==> src/rtl/pbl_pkg.sv <==
// Shared types and default timing constants for the button conditioning slice.
package pbl_pkg;

   typedef enum logic [1:0] {
      SOLTO       = 2'd0,
      CONF_PRESS  = 2'd1,
      PRESSIONADO = 2'd2,
      CONF_SOLTA  = 2'd3
   } estado_t;

   localparam int unsigned DEB_TICKS_DEF  = 4;
   localparam int unsigned HOLD_TICKS_DEF = 64;
   localparam int unsigned REP_TICKS_DEF  = 16;

   function automatic logic [7:0] sat_inc8(input logic [7:0] v);
      return (v == 8'hFF) ? v : v + 8'd1;
   endfunction

endpackage

==> src/rtl/modulo_debounce_canal.sv <==
// One button channel: 2-flop synchronizer, debounce FSM, stable-sample counter.
// Auto-repeat hold counter is built only with PBL_BOTOES_AUTO_REPEAT_EN defined.
module modulo_debounce_canal
   import pbl_pkg::*;
#(
   parameter int unsigned DEB_TICKS  = DEB_TICKS_DEF,
   parameter int unsigned HOLD_TICKS = HOLD_TICKS_DEF,
   parameter int unsigned REP_TICKS  = REP_TICKS_DEF
) (
   input  logic clk,
   input  logic clr,
   input  logic tick,
   input  logic btn_n,
   output logic btn_level,
   output logic btn_pulse
);

   if (DEB_TICKS < 2 || DEB_TICKS > 255 || HOLD_TICKS == 0 || REP_TICKS == 0) begin : g_param_check
      $error("modulo_debounce_canal: illegal timing parameters");
   end

   localparam logic [7:0] DEB_LIM = 8'(DEB_TICKS);

   logic    sync1_q, sync2_q;
   estado_t estado_q, estado_d;
   logic [7:0] cnt_q, cnt_d, cnt_inc;
   logic    level_q, level_d;
   logic    pulse_q, pulse_d;
   logic    s;

`ifdef PBL_BOTOES_AUTO_REPEAT_EN
   localparam logic [15:0] HOLD_LIM = 16'(HOLD_TICKS);
   localparam logic [15:0] REP_LIM  = 16'(HOLD_TICKS + REP_TICKS);
   logic [15:0] hold_q, hold_d, hold_inc;

   assign hold_inc = (hold_q == 16'hFFFF) ? hold_q : hold_q + 16'd1;

   always_ff @(posedge clk or posedge clr) begin
      if (clr) hold_q <= '0;
      else     hold_q <= hold_d;
   end
`endif

   assign s       = sync2_q;
   assign cnt_inc = sat_inc8(cnt_q);

   always_ff @(posedge clk or posedge clr) begin
      if (clr) begin
         sync1_q  <= 1'b0;
         sync2_q  <= 1'b0;
         estado_q <= SOLTO;
         cnt_q    <= '0;
         level_q  <= 1'b0;
         pulse_q  <= 1'b0;
      end else begin
         sync1_q  <= ~btn_n;
         sync2_q  <= sync1_q;
         estado_q <= estado_d;
         cnt_q    <= cnt_d;
         level_q  <= level_d;
         pulse_q  <= pulse_d;
      end
   end

   always_comb begin
      estado_d = estado_q;
      cnt_d    = cnt_q;
      level_d  = level_q;
      pulse_d  = 1'b0;
`ifdef PBL_BOTOES_AUTO_REPEAT_EN
      hold_d   = hold_q;
`endif
      if (tick) begin
         unique case (estado_q)
            SOLTO: begin
               if (s) begin
                  estado_d = CONF_PRESS;
                  cnt_d    = 8'd1;
               end
            end
            CONF_PRESS: begin
               if (s) begin
                  if (cnt_inc == DEB_LIM) begin
                     estado_d = PRESSIONADO;
                     cnt_d    = '0;
                     level_d  = 1'b1;
                     pulse_d  = 1'b1;
`ifdef PBL_BOTOES_AUTO_REPEAT_EN
                     hold_d   = '0;
`endif
                  end else begin
                     cnt_d = cnt_inc;
                  end
               end else begin
                  estado_d = SOLTO;
                  cnt_d    = '0;
               end
            end
            PRESSIONADO: begin
               if (!s) begin
                  estado_d = CONF_SOLTA;
                  cnt_d    = 8'd1;
               end
`ifdef PBL_BOTOES_AUTO_REPEAT_EN
               // after the first repeat, fold back to HOLD_LIM so the counter never runs away
               else begin
                  hold_d = hold_inc;
                  if (hold_inc == HOLD_LIM) begin
                     pulse_d = 1'b1;
                  end else if (hold_inc == REP_LIM) begin
                     pulse_d = 1'b1;
                     hold_d  = HOLD_LIM;
                  end
               end
`endif
            end
            CONF_SOLTA: begin
               if (!s) begin
                  if (cnt_inc == DEB_LIM) begin
                     estado_d = SOLTO;
                     cnt_d    = '0;
                     level_d  = 1'b0;
                  end else begin
                     cnt_d = cnt_inc;
                  end
               end else begin
                  estado_d = PRESSIONADO;
                  cnt_d    = '0;
`ifdef PBL_BOTOES_AUTO_REPEAT_EN
                  hold_d   = '0;
`endif
               end
            end
            default: estado_d = SOLTO;
         endcase
      end
   end

   assign btn_level = level_q;
   assign btn_pulse = pulse_q;

endmodule

==> src/rtl/modulo_condicionador_botoes.sv <==
// Button conditioner: N_BTN independent debounced channels with press strobes.
// Optional auto-repeat enabled by defining PBL_BOTOES_AUTO_REPEAT_EN.
module modulo_condicionador_botoes
   import pbl_pkg::*;
#(
   parameter int unsigned N_BTN      = 2,
   parameter int unsigned DEB_TICKS  = DEB_TICKS_DEF,
   parameter int unsigned HOLD_TICKS = HOLD_TICKS_DEF,
   parameter int unsigned REP_TICKS  = REP_TICKS_DEF
) (
   input  logic             clk,
   input  logic             clr,
   input  logic             tick,
   input  logic [N_BTN-1:0] btn_n,
   output logic [N_BTN-1:0] btn_level,
   output logic [N_BTN-1:0] btn_pulse
);

   for (genvar i = 0; i < N_BTN; i++) begin : g_canal
      modulo_debounce_canal #(
         .DEB_TICKS  (DEB_TICKS),
         .HOLD_TICKS (HOLD_TICKS),
         .REP_TICKS  (REP_TICKS)
      ) u_canal (
         .clk       (clk),
         .clr       (clr),
         .tick      (tick),
         .btn_n     (btn_n[i]),
         .btn_level (btn_level[i]),
         .btn_pulse (btn_pulse[i])
      );
   end

endmodule

==> config.mk <==
export PLATFORM = sky130hd
export DESIGN_NAME = modulo_condicionador_botoes
export DESIGN_NICKNAME = d
export VERILOG_FILES = /design/src/rtl/pbl_pkg.sv /design/src/rtl/modulo_debounce_canal.sv /design/src/rtl/modulo_condicionador_botoes.sv
export SDC_FILE = /design/constraint.sdc
export NUM_CORES = 1
export LEC_CHECK = 0
export BUFFER_PORTS_ARGS = -buffer_cell sky130_fd_sc_hd__buf_2
export CORE_ASPECT_RATIO = 0.6
export CORE_UTILIZATION = 65
export CTS_BUF_LIST = sky130_fd_sc_hd__clkbuf_4
export CTS_CLUSTER_DIAMETER = 60
export DETAILED_ROUTE_END_ITERATION = 8
export PLACE_DENSITY = 0.84
export SKIP_LAST_GASP = 1
export SLEW_MARGIN = 10
export SYNTH_ARGS = -nofsm -noshare
export SYNTH_HDL_FRONTEND = slang
export SYNTH_SLANG_ARGS = --single-unit
==> constraint.sdc <==
create_clock -name clk -period 3.38 [get_ports clk]
set_input_delay 0 -clock clk [delete_from_list [all_inputs] [get_ports clk]]
set_output_delay 0 -clock clk [all_outputs]
set_load 0.02 [all_outputs]
==> impl_metrics.tcl <==
set metrics [dict create \
    ff_latch_area_um2 701 \
    synth_top_area_cell "dfrtp_1" \
    synth_cells 185 \
    path_clk_slew_ps 150 \
    synth-adder-area-share_pct 1.51 \
    detail-route-antenna-nets 0 \
    cellLeakagePower_nw 0.760 \
    grt_usage_pct 29.9 \
    synth_common_cells "dfrtp_1 (28), o21ai_0 (17), nand2_1 (16), a21oi_1 (13), nand3_1 (12)" \
    yosysWarnings 0 \
    die_h_um 41.1 \
    worst_pin_slew_ps 1020 \
    yosysSeqAreaShare_pct 42.4 \
    synth_ff_type "dfrtp_1" \
    first_pass_iters 4 \
    avgSynthCellArea_um2 8.93 \
    synth_most_common_cell "dfrtp_1" \
    async_flop_share_pct 100 \
    syn_area_mm2 0.00165 \
    antenna_found_initial 1 \
    gr-total-overflow 0 \
    gp_congestion 0.943 \
    tns_ps 0 \
    fp.dieW_um 67.1 \
    numCtsBuffers 3 \
    synth_compound_area_share_pct 24.8 \
    setup_viol 0 \
    finalNetCount 196 \
    outcome "finished clean" \
    syn_to_final_growth_pct 3.94 \
    yosys.area_share.simple_pct 21.5 \
    synthDistinctLibCells 46 \
    cap_violations 0 \
    yosys-mux-area-fraction_pct 1.82 \
    start_util_pct 72.6 \
    hold_class "input pin to flop" \
    grt_pass1_wl_mm 5.68 \
    drt_iter0_markers 139 \
    fin_skew_ps 14.4 \
    final-max-slew-violation-count 0 \
    critPathKind "flop to flop" \
    tritoncts "yes" \
    end_kind "flop" \
    wl_mm 3.78 \
    io_buffers 8 \
    clock_sinks 28 \
    multi_input_area_um2 846 \
    arrival_ps 2340 \
    rsz0062_at_grt "no" \
    yosys-top-cells-area "dfrtp_1 (42%), o21ai_0 (5.1%), a21oi_1 (3.9%), nand3_1 (3.6%), nand2_1 (3.6%)" \
    synth_edf_count 0 \
    synth-seq-cells 28 \
    ios 9 \
    dieArea_mm2 0.00276 \
    dpl.hpwl_mm 2.77 \
    period_minus_slack_ps 2110 \
    synth_top_area_share_pct 42.4 \
    core_mm2 0.00228 \
    final_layout_size_suffix_gt1_share_pct 8.51 \
    p_per_area_mw_per_mm2 512 \
    finalHoldViolCount 0 \
    drc 0 \
    ir_drop_mv 0.404 \
    vias_per_cell 6.76 \
    synth_top_family_by_area "compound AO/OA/AOI/OAI gates" \
    power_mw 0.879 \
    clockBufferDepth 2 \
    cp_data_required_time_ps 3610 \
    nFillCells 165 \
    n_antenna_cell 0 \
    synth_xor_area_share_pct 1.59 \
    clock_tree.root_cell "clkbuf_4" \
    relSlewSlack_pct 31.8 \
    rows 13 \
    htreeDepth 1 \
    clk_latency_ps 330 \
    vias 1473 \
    worst-path-max-fanout 9 \
    timing.final.crit_share_pct 62.4 \
    grt_max_degree 29 \
    drt-wirelength-per-cell_um 17.3 \
    grt_pass1_vias 1177 \
    syn_nets 192 \
    max_freq_mhz 474 \
    cp-start-kind "flop" \
]
-- metrics by stage --
step	instances	instance area [um2]	hold WS, ps	util (%)	setup WS (ps)
floorplan	185	1650	59.4	-	1550
global placement	211	1660	143	73.0	1430
detailed placement	211	1660	147	73.0	1360
CTS	218	1720	69.9	75.4	1330
global route	218	1720	80.3	75.4	1180
finish	218	1720	68.5	75.4	1270
-- worst max-delay path, cell delays in order, from the launching register on --
cell       delay [ps]
dfrtp_1           520
ha_1              280
and4_1            360
and4_1            270
o2111ai_1         160
nor2_1            180
a2bb2oi_1         240
-- layout make-up --
cell class	count	area share (%)
multi-input combinational	135	49.2
clock inverter	1	0.218
clock buffer	3	1.31
tap	30	2.18
timing repair buffer	11	4.08
inverter	10	2.18
sequential	28	40.8
-- routing by layer --
metal  vias up  wire, um  GRT usage [%]
met1       705      1870           43.3
met3         4       388           11.1
met5         -        13              0
met4         2        16           3.72
met2        75      1480           43.3
li1        687         -              -
-- logic make-up after synthesis --
logic type,count (synthesis)
flops,28
xor+xnor,3
compound gates,61
simple gates,66
fa+ha+maj,2
mux,3
buf+inv,22
-- placed cells by master, fill, tap and decap left out, types with 2 or more instances in the layout --
master	n
dfrtp_1	28
o21ai_0	17
nand2_1	16
a21oi_1	13
nand3_1	12
nor2_1	10
inv_1	10
buf_2	8
nor2b_1	4
and2_1	4
a21o_1	4
xor2_1	3
and4_1	3
a31oi_1	3
mux2i_1	3
nand2b_1	3
clkbuf_4	3
dlygate4sd3_1	3
nor3_1	2
and3_1	2
o21a_1	2
a22o_1	2
nor4_1	2
o22ai_1	2
o2111ai_1	2
nand4_1	2
nor4b_1	2
a41oi_1	2
a2bb2oi_1	2
a32o_1	2
ha_1	2
-- sequential cells by signal (all words and copies together), names as in the netlist, named ones only --
register                   count
g_canal.u_canal.btn_pulse      2
g_canal.u_canal.cnt_q         16
g_canal.u_canal.s              2
g_canal.u_canal.estado_q       2
g_canal.u_canal.btn_level      2
g_canal.u_canal.sync1_q        2
-- worst paths after layout --
path / startpoint / slack [ps] / to / depth (start not counted)
max: g_canal[1].u_canal.cnt_q[0] / 1270 / g_canal[1].u_canal.btn_level / 6
min: tick / 70 / g_canal[1].u_canal.cnt_q[0] / 3
max reg2reg: g_canal[1].u_canal.cnt_q[0] / 1270 / g_canal[1].u_canal.btn_level / 6
min reg2reg: g_canal[1].u_canal.sync1_q / 370 / g_canal[1].u_canal.s / 0
max in group asynchronous: clr / 2310 / g_canal[1].u_canal.cnt_q[6] / 3
min in group asynchronous: clr / 440 / g_canal[1].u_canal.cnt_q[0] / 3
-- repair_timing --
item,4_1_cts,5_1_grt
setup endpoints to repair,0,0
setup buffers,0,0
hold endpoints to repair,30,0
hold buffers,3,0
gates resized for setup,0,0
-- power breakdown --
part	total (mW)	switching [mW]	internal, mW
sequential	0.459	0.0741	0.385
clock	0.137	0.0939	0.0433
combinational	0.283	0.167	0.116
total	0.879	0.335	0.544
(Power assumes the default switching activity.)
